### src/rtl/uart_pkg.sv
// Shared constants for the result-transmit UART: FSM encoding, default baud divisor, frame length.
package uart_pkg;
  localparam logic [1:0] ST_IDLE  = 2'd0;
  localparam logic [1:0] ST_START = 2'd1;
  localparam logic [1:0] ST_DATA  = 2'd2;
  localparam logic [1:0] ST_STOP  = 2'd3;

  localparam int DEFAULT_CLKS_PER_BIT = 434;
  localparam int FRAME_BITS           = 10;
endpackage

### src/rtl/uart_result_tx_if.sv
// Result-byte input bundle from the systolic core, plus the transmitter FSM state for observation.
// res_valid is a write strobe with no backpressure: every rising edge with res_valid high offers
// res_data once; there is no ready, so a write while the FIFO is full and not popping is dropped.
interface uart_result_tx_if;
  logic [7:0] res_data;
  logic       res_valid;
  logic [1:0] fsm_state;

  modport master (output res_data, output res_valid, input fsm_state);
  modport slave  (input res_data, input res_valid, output fsm_state);
endinterface

### src/rtl/sync_fifo.sv
// Single-clock FIFO; full/empty come from the registered count, read data is valid on the read edge.
module sync_fifo #(
  parameter int DEPTH = 16,
  parameter int W     = 8
) (
  input  logic                     clk,
  input  logic                     rst,
  input  logic                     wr_en,
  input  logic [W-1:0]             wr_data,
  input  logic                     rd_en,
  output logic [W-1:0]             rd_data,
  output logic [$clog2(DEPTH):0]   count,
  output logic                     full,
  output logic                     empty
);
  localparam int AW = $clog2(DEPTH);

  logic [W-1:0]  mem [DEPTH];
  logic [AW-1:0] wr_ptr;
  logic [AW-1:0] rd_ptr;
  logic          wr_acc;
  logic          rd_acc;

  // A write into a full FIFO still lands when a read frees the slot on the same edge.
  assign rd_acc  = rd_en && !empty;
  assign wr_acc  = wr_en && (!full || rd_acc);
  assign full    = (count == (AW + 1)'(DEPTH));
  assign empty   = (count == '0);
  assign rd_data = mem[rd_ptr];

  always_ff @(posedge clk) begin
    if (wr_acc) mem[wr_ptr] <= wr_data;
  end

  always_ff @(posedge clk or posedge rst) begin
    if (rst) begin
      wr_ptr <= '0;
      rd_ptr <= '0;
      count  <= '0;
    end else begin
      if (wr_acc) wr_ptr <= wr_ptr + 1'b1;
      if (rd_acc) rd_ptr <= rd_ptr + 1'b1;
      case ({wr_acc, rd_acc})
        2'b10:   count <= count + 1'b1;
        2'b01:   count <= count - 1'b1;
        default: count <= count;
      endcase
    end
  end
endmodule

### src/rtl/uart_result_tx.sv
// Buffers result bytes and serialises them as 8N1 frames, LSB first, back to back with no idle gap.
module uart_result_tx
  import uart_pkg::*;
#(
  parameter int CLKS_PER_BIT = DEFAULT_CLKS_PER_BIT,
  parameter int FIFO_DEPTH   = 16,
  parameter int DATA_W       = 8
) (
  input  logic                          clk,
  input  logic                          rst,
  uart_result_tx_if.slave               res,
  output logic                          tx,
  output logic                          tx_busy,
  output logic                          fifo_full,
  output logic [$clog2(FIFO_DEPTH):0]   fifo_count,
  output logic                          overflow
);
  localparam logic [15:0] BAUD_LAST = 16'(CLKS_PER_BIT - 1);

  logic [1:0]        state;
  logic [15:0]       baud;
  logic [2:0]        bit_idx;
  logic [DATA_W-1:0] shift;
  logic [DATA_W-1:0] fifo_rd_data;
  logic              fifo_empty;
  logic              pop;

  // Popping on the last STOP cycle is what makes consecutive frames contiguous.
  assign pop = !fifo_empty && ((state == ST_IDLE) || (state == ST_STOP && baud == BAUD_LAST));
  assign tx_busy = (state != ST_IDLE) || !fifo_empty;
  assign res.fsm_state = state;

  sync_fifo #(.DEPTH(FIFO_DEPTH), .W(DATA_W)) u_fifo (
    .clk     (clk),
    .rst     (rst),
    .wr_en   (res.res_valid),
    .wr_data (res.res_data),
    .rd_en   (pop),
    .rd_data (fifo_rd_data),
    .count   (fifo_count),
    .full    (fifo_full),
    .empty   (fifo_empty)
  );

  always_ff @(posedge clk or posedge rst) begin
    if (rst) overflow <= 1'b0;
    else if (res.res_valid && fifo_full && !pop) overflow <= 1'b1;
  end

  // tx is loaded with the level of the state being entered, so it stays a clean register output.
  always_ff @(posedge clk or posedge rst) begin
    if (rst) begin
      state   <= ST_IDLE;
      baud    <= '0;
      bit_idx <= '0;
      shift   <= '0;
      tx      <= 1'b1;
    end else begin
      case (state)
        ST_IDLE: begin
          baud <= '0;
          tx   <= 1'b1;
          if (pop) begin
            shift <= fifo_rd_data;
            state <= ST_START;
            tx    <= 1'b0;
          end
        end
        ST_START: begin
          if (baud == BAUD_LAST) begin
            baud    <= '0;
            bit_idx <= '0;
            state   <= ST_DATA;
            tx      <= shift[0];
          end else begin
            baud <= baud + 16'd1;
          end
        end
        ST_DATA: begin
          if (baud == BAUD_LAST) begin
            baud <= '0;
            if (bit_idx == 3'd7) begin
              state <= ST_STOP;
              tx    <= 1'b1;
            end else begin
              shift   <= shift >> 1;
              tx      <= shift[1];
              bit_idx <= bit_idx + 3'd1;
            end
          end else begin
            baud <= baud + 16'd1;
          end
        end
        default: begin
          if (baud == BAUD_LAST) begin
            baud <= '0;
            if (pop) begin
              shift <= fifo_rd_data;
              state <= ST_START;
              tx    <= 1'b0;
            end else begin
              state <= ST_IDLE;
              tx    <= 1'b1;
            end
          end else begin
            baud <= baud + 16'd1;
          end
        end
      endcase
    end
  end
endmodule

### src/flat_wrapper.sv
// flat-port wrapper written by rule: the top's interface ports become plain ports
module uart_result_tx_flat import uart_pkg::*;
#(
  parameter int CLKS_PER_BIT = DEFAULT_CLKS_PER_BIT,
  parameter int FIFO_DEPTH   = 16,
  parameter int DATA_W       = 8
)
  (clk, rst, tx, tx_busy, fifo_full, fifo_count, overflow, res_res_data, res_res_valid, res_fsm_state);
  uart_result_tx_if res_i ();
  input  logic clk;
  input  logic rst;
  output logic tx;
  output logic tx_busy;
  output logic fifo_full;
  output logic [$clog2(FIFO_DEPTH):0] fifo_count;
  output logic overflow;
  input wire logic [$bits(res_i.res_data)-1:0] res_res_data;
  input wire logic [$bits(res_i.res_valid)-1:0] res_res_valid;
  output wire logic [$bits(res_i.fsm_state)-1:0] res_fsm_state;
  assign res_i.res_data = res_res_data;
  assign res_i.res_valid = res_res_valid;
  assign res_fsm_state = res_i.fsm_state;
  uart_result_tx #(.CLKS_PER_BIT(CLKS_PER_BIT), .FIFO_DEPTH(FIFO_DEPTH), .DATA_W(DATA_W)) u_core (.clk(clk), .rst(rst), .res(res_i), .tx(tx), .tx_busy(tx_busy), .fifo_full(fifo_full), .fifo_count(fifo_count), .overflow(overflow));
endmodule
### config.mk
export PLATFORM = sky130hd
export DESIGN_NAME = uart_result_tx_flat
export DESIGN_NICKNAME = d
export VERILOG_FILES = /design/src/rtl/uart_pkg.sv /design/src/rtl/uart_result_tx_if.sv /design/src/rtl/sync_fifo.sv /design/src/rtl/uart_result_tx.sv /design/src/flat_wrapper.sv
export SDC_FILE = /design/constraint.sdc
export NUM_CORES = 1
export LEC_CHECK = 0
export ABC_CLOCK_PERIOD_IN_PS = 4550
export BUFFER_PORTS_ARGS = -buffer_cell sky130_fd_sc_hd__buf_2
export CELL_PAD_IN_SITES_DETAIL_PLACEMENT = 0
export CELL_PAD_IN_SITES_GLOBAL_PLACEMENT = 2
export CORE_ASPECT_RATIO = 0.5
export CORE_MARGIN = 1.5
export CORE_UTILIZATION = 47
export DETAILED_ROUTE_END_ITERATION = 6
export PLACE_DENSITY_LB_ADDON = 0.25
export SYNTH_ARGS = -nofsm -noshare
export SYNTH_HDL_FRONTEND = slang
export SYNTH_HIERARCHICAL = 1
export SYNTH_SLANG_ARGS = --single-unit
### constraint.sdc
create_clock -name clk -period 4.55 [get_ports clk]
set_clock_uncertainty 0.15 [all_clocks]
set_input_delay 0.91 -clock clk [delete_from_list [all_inputs] [get_ports clk]]
set_output_delay 0.91 -clock clk [all_outputs]
set_load 0.02 [all_outputs]
After elaboration in Yosys (flattened, before gate mapping)
Memories as Yosys holds them, arrays and structs flattened.
Cells that the tools add are included.
- memories kept: 1
- register bits after elaboration: 44
- input port bits: 11
- word-level logic and storage cells: 79
- bits in writable memories: 128
- output and inout port bits: 11
- memory list (name ; words ; bits a word ; read ports ; clocked after Yosys merged registers in ; write ports ; RTL line ; source):
    u_core.u_fifo.mem ; 16 ; 8 ; 1 ; 0 ; 1 ; sync_fifo.sv:18 ; logic [W-1:0] mem [DEPTH];
- bitwise logic cells: 1
- muxes and demuxes: 27
- add/sub/neg operators: 6
- reduce and logical (&&, ||, !) cells: 22
- equality and inequality tests: 13
- operator list (kind ; number):
    2-to-1 mux 16 bit ; 2
    2-to-1 mux 8 bit ; 4
    one-hot mux 8 bit (3 select lines) ; 1
    adder 16 x 1 -> 16 bit (second input constant) ; 1
    equality test 16 x 9 -> 1 bit (second input constant) ; 1
    2-to-1 mux 2 bit ; 5
    one-hot mux 5 bit (2 select lines) ; 1
    2-to-1 mux 3 bit ; 3
    adder 4 x 1 -> 4 bit (second input constant) ; 2
    2-to-1 mux 1 bit ; 8
    inequality test 2 x 1 -> 1 bit (second input constant) ; 4
    AND reduction 4 bit ; 2
    nonzero test 2 bit ; 4
    equality test 2 bit (second input constant) ; 3
    logical AND 1 bit ; 6
    one-hot mux 2 bit (3 select lines) ; 1
    one-hot mux 3 bit (2 select lines) ; 1
    adder 5 x 1 -> 5 bit (second input constant) ; 1
    equality test 5 bit (second input constant) ; 1
    logical NOT 5 bit ; 1
    AND reduction 5 bit ; 1
    subtractor 5 x 1 -> 5 bit (second input constant) ; 1
    equality test 2 x 1 -> 1 bit (second input constant) ; 2
    adder 3 x 1 -> 3 bit (second input constant) ; 1
    8 further kinds ; 12

Depth between registers and ports, before layout
- word-level depth: 9
- depth in mapped cells: 15
- gate-level depth less buffers: 14

By module
Netlist, hierarchy kept.
- by module, submodules not included (module ; sequential area each (µm²) ; area each (µm²) ; cells each ; times used):
    sync_fifo ; 4169.0 ; 5750.5 ; 298 ; 1
    uart_result_tx ; 777.0 ; 1670.4 ; 160 ; 1

Worst setup path before layout
Ideal clock, no wire load.
- path type: register -> register
- start: reg u_core.baud[1]
- end: reg u_core.u_fifo.count[4]
- setup time: 87 ps
- cell stages (with the launch flop): 15
- arrival: 2935 ps
- setup slack: 1378 ps
- path buffers: 1
- required time: 4313 ps
- cell sequence: dfrtp_1 -> inv_1 -> ha_1 -> nor4b_1 -> a41o_1 -> clkbuf_1 -> o211ai_1 -> inv_1 -> nand2b_1 -> nand2b_1 -> fa_1 -> nand2b_1 -> a211o_1 -> o31a_1 -> o211ai_1
- cells in the longest elaborated chain, start to end: 9
- elaborated cells on any way between the ends: 11
- those cells by class: eq/ne: 3; mux: 1; reduce/logical: 7
- RTL lines (what ; RTL line ; source):
    start, declared ; uart_result_tx.sv:21 ; logic [15:0] baud;
    start signal, assigned ; uart_result_tx.sv:76 ; baud <= baud + 16'd1;
    start signal, assigned ; uart_result_tx.sv:91 ; baud <= baud + 16'd1;
    start signal, assigned ; uart_result_tx.sv:106 ; baud <= baud + 16'd1;
    equality test 16 x 9 -> 1 bit * ; uart_result_tx.sv:29 ; assign pop = !fifo_empty && ((state == ST_IDLE) || (state == ST_STOP && baud == BAUD_LAST));
    logical AND 1 bit * ; uart_result_tx.sv:29 ;
    logical OR 1 bit * ; uart_result_tx.sv:29 ;
    logical AND 1 bit * ; uart_result_tx.sv:29 ;
    via u_core.pop ; uart_result_tx.sv:26 ; logic pop;
    logical AND 1 bit * ; sync_fifo.sv:25 ; assign rd_acc = rd_en && !empty;
    logical OR 1 bit ; sync_fifo.sv:26 ; assign wr_acc = wr_en && (!full || rd_acc);
    logical AND 1 bit ; sync_fifo.sv:26 ;
    equality test 2 x 1 -> 1 bit or equality test 2 bit (tied branches) ; sync_fifo.sv:43 ; case ({wr_acc, rd_acc})
    one-hot mux 5 bit (2 select lines) or nonzero test 2 bit (tied branches) ; -- ;
    end signal, assigned ; sync_fifo.sv:44 ; 2'b10: count <= count + 1'b1;
    end signal, assigned ; sync_fifo.sv:45 ; 2'b01: count <= count - 1'b1;
    end signal, assigned ; sync_fifo.sv:46 ; default: count <= count;
    end, declared ; sync_fifo.sv:12 ; output logic [$clog2(DEPTH):0] count,
Mark *: on every way through the listed nets, which the timed path passes. The rest lies on a longest branch.
A chain may end at the register's enable or synchronous reset.

Worst setup path after layout
- start: reg u_core.u_fifo.count[0]
- end: reg u_core.u_fifo.count[3]
- cells in the longest elaborated chain, start to end: 8
- elaborated cells on any way between the ends: 14
- those cells by class: add/sub: 2; eq/ne: 3; mux: 1; reduce/logical: 8
- RTL lines (what ; RTL line ; source):
    logical NOT 5 bit * ; sync_fifo.sv:28 ; assign empty = (count == '0);
    via u_core.fifo_empty ; uart_result_tx.sv:25 ; logic fifo_empty;
    logical NOT 1 bit * ; uart_result_tx.sv:29 ;
    logical AND 1 bit * ; uart_result_tx.sv:29 ;
    via u_core.pop ; uart_result_tx.sv:26 ;
    logical AND 1 bit * ; sync_fifo.sv:25 ;
    logical OR 1 bit ; sync_fifo.sv:26 ;
    logical AND 1 bit ; sync_fifo.sv:26 ;
    equality test 2 x 1 -> 1 bit or equality test 2 bit (tied branches) ; sync_fifo.sv:43 ;
    one-hot mux 5 bit (2 select lines) or nonzero test 2 bit (tied branches) ; -- ;
Marked as above.

==> impl_metrics.csv <==
group,metric,value,unit
worst_setup_path,reg2reg_slack,1020,ps
timing,fin_setup_tns,0,ps
layout,stdcell_area,8310,µm²
timing,slew_violations,0,
power,p_per_area,454,nW/µm²
logic_synthesis,synth_top_cells_by_count,"128 x edfxtp_1, 43 x dfrtp_1, 32 x mux4_2",
worst_setup_path,end_kind,"flop",
logic_synthesis,avgSynthCellArea,16.2,µm²
timing,relSlewSlack,32.3,%
timing,post-route-period-util,77.6,%
clock_network,h-tree-depth,4,
timing,timing.fmax,283,MHz
logic_synthesis,yosys.area.top_type,"edfxtp_1",
detailed_routing,dr.max_layer_used,"met4",
detailed_routing,vias_per_cell,5.60,
layout,stdcell_count,702,
worst_setup_path,cp.arrival,3690,ps
hold_path,hp-class,"flop to flop",
detailed_routing,wl_met1,7230,µm
detailed_routing,drt_iter0_markers,347,
run,drv_cap,0,
logic_synthesis,yosysTopAreaCellShare,51.8,%
clock_network,ctsResizeCount,0,
grt,grt_pass1_vias,3994,
power,ir_drop,0.000271,V
clock_network,numCtsBuffers,17,
power,total_power,3.77,mW
logic_synthesis,synth_area,7420,µm²
logic_synthesis,ys_seq_area_share,66.6,%
logic_synthesis,synth_edf_count,128,
worst_setup_path,path_cells,"nor4_4 -> nand2b_1 -> inv_2 -> inv_1 -> o211ai_1 -> inv_1 -> nand2b_1 -> nand2b_1 -> inv_1 -> ha_1 -> a21o_1 -> a21oi_1 -> xnor2_1 -> a32o_1",
layout,syn_to_final_growth,12.0,%
grt,antenna_found_initial,0,
clock_network,postCtsSetupRepairBufs,0,
floorplanning,io-pin-count,22,
floorplanning,die_h,91.9,µm
worst_setup_path,cp_max_fo,8,
timing,report.final.setup_viol,0,
logic_synthesis,async_flop_share,25.6,%
timing,rsz0062_at_grt,"no",
worst_setup_path,crit_end,"u_core/u_fifo/count[3]",
power,p_leak,3.05,nW
floorplanning,fp.dieW,181,µm
place,dp.cells,671,
floorplanning,initial_utilization,48.1,%
logic_synthesis,netlist_instances,458,
clock_network,clk_latency,420,ps
place,portBuffers,21,
hold_path,min_from,"u_core/baud[0]",
detailed_routing,met3_length,515,µm
logic_synthesis,synth.most_common_cell,"edfxtp_1",
worst_setup_path,crit_type,"flop to flop",
detailed_routing,antenna_left,0,
worst_setup_path,reg2reg_to,"u_core/u_fifo/count[3]",
worst_setup_path,cpPeakStageDelay,540,ps
worst_setup_path,r2r-start,"u_core/u_fifo/count[0]",
worst_setup_path,critPathLaunchType,"flop",
place,place_congestion,0.771,
grt,grt_pass1_wl,23100,µm
layout,antenna_cells,0,
clock_network,clock_path_buffers,2,
floorplanning,dieArea,16600,µm²
grt,grt.overflow.total,0,
logic_synthesis,synth_cell_types,55,
logic_synthesis,syn_nets,486,
timing,post-route-min-period,3530,ps
place,place_area,7750,µm²
timing,worst-slew-pin-transition,1010,ps
layout,layout.nets,514,
worst_setup_path,path_delay_family,"simple AND/OR/NAND/NOR gates",
logic_synthesis,ys_ff_latch,172,
floorplanning,rows,32,
worst_setup_path,reg2reg_depth,14,
clock_network,cts_root_buf,"clkbuf_16",
detailed_routing,wl_per_cell,20.6,µm
status,status,"complete, no violations",
logic_synthesis,ys_warn_count,6,
worst_setup_path,cp.depth,14,
worst_setup_path,slowest_stage,"nor4_4",
layout,drive_gt1_share,22.9,%
detailed_routing,num_vias,3931,
logic_synthesis,synth_ff_type,"edfxtp_1",
clock_network,clkSlewWorstSetupHoldPaths,70,ps
grt,grt_start_max_net_pins,32,
clock_network,cts_tree,"yes",
detailed_routing,route.detailed.drc,0,
floorplanning,core,15400,µm²
detailed_routing,routed_wl,14500,µm
clock_network,hold_buffers,0,
detailed_routing,wl_met2,6670,µm
detailed_routing,first_pass_iters,4,
grt,grt_usage,19.0,%
logic_synthesis,synth_area_leaders,"edfxtp_1 52%, dfrtp_1 15%, mux4_2 9.7%, ha_1 2.7%, mux2_2 2.3%",
place,dp_hpwl,9260,µm
worst_setup_path,cp.required,4710,ps
clock_network,cts.sinks,172,
timing,hold_viol,0,
worst_setup_path,crit_start,"u_core/u_fifo/count[0]",
worst_setup_path,critPathBufInv,4,
[layer usage]
layer | track usage [%] | vias to the layer above
li1 | - | 1821
met1 | 28.5 | 2041
met2 | 28.3 | 64
met3 | 4.37 | 5
met4 | 4.41 | 0
met5 | 0 | -
[logic make-up after synthesis]
logic type / share of synthesized area [%]
mux: 12.7
simple gates: 7.91
fa+ha+maj: 2.97
xor+xnor: 2.60
flops: 66.6
buf+inv: 1.94
compound gates: 5.24
[worst reg2reg max path: cells and delay by family, from the launching register on]
| kind | cells | cell delay [ps] |
|---|---|---|
| and+or+nand+nor | 4 | 1200 |
| AOI/OAI and AO/OA | 4 | 730 |
| DFF | 1 | 440 |
| buffers and inverters | 4 | 530 |
| xor gates and xnor gates | 1 | 80 |
| adders and majority gates | 1 | 270 |
[per-stage QoR]
step                hold slack (ps)  util [%]  worst slack (ps)
detailed placement              330      50.3              1040
finish                          337      53.9              1020
global route                    365      53.9               697
CTS                             340      53.9              1010
global placement                318      50.3              1120
floorplan                       303         -              1380
[registers in the layout, indices dropped and copies added (netlist names)]
register,cells
u_core/res.fsm_state,2
u_core/u_fifo/mem,128
u_core/overflow,1
u_core/u_fifo/rd_ptr,4
u_core/tx,1
u_core/baud,16
u_core/bit_idx,3
u_core/u_fifo/count,5
u_core/u_fifo/wr_ptr,4
u_core/shift,8
[report_power, final]
| group | total (mW) | switching (mW) | internal (mW) |
|---|---|---|---|
| Combinational | 0.468 | 0.287 | 0.181 |
| Sequential | 1.93 | 0.0890 | 1.84 |
| Clock | 1.37 | 0.648 | 0.724 |
[worst min-delay path by stage]
stage	end	cells after the start
after floorplan	u_core/baud[0]	1
after global placement	u_core/baud[0]	1
after detailed placement	u_core/tx	2
after CTS	u_core/tx	2
after global routing	u_core/baud[0]	1
final	u_core/baud[0]	1
[cell type report]
| cell class | instances | area (µm²) |
|---|---|---|
| clock buffers | 18 | 429 |
| clock inverters | 13 | 135 |
| fillers | 1237 | 7100 |
| inverters | 17 | 63.8 |
| multi-input cells | 251 | 2330 |
| flip-flops and latches | 172 | 4950 |
| well taps | 204 | 255 |
| repair buffers | 27 | 150 |
[cells in the final DEF (no fill, tap or decap), types with 2 or more instances in the layout]
cell and count:
a21o_1 2, a21oi_1 4, a22o_1 3, a22oi_1 16, a31oi_1 2, a32o_1 2, and2_1 16, and3_1 5
buf_2 21, buf_4 6, clkbuf_16 17, clkinv_4 2, clkinv_8 2, clkinvlp_4 3, dfrtp_1 42, edfxtp_1 128
ha_1 16, inv_1 15, inv_2 2, inv_6 2, inv_8 4, mux2_1 2, mux2_2 15, mux2i_1 3
mux4_2 32, nand2_1 25, nand2b_1 6, nand3_1 17, nand4_1 4, nor2_1 21, nor2b_1 3, nor3_1 2
o211ai_1 4, o21ai_0 7, xnor2_1 9, xor2_1 13
Note: power is estimated with default switching activity, not from simulation.
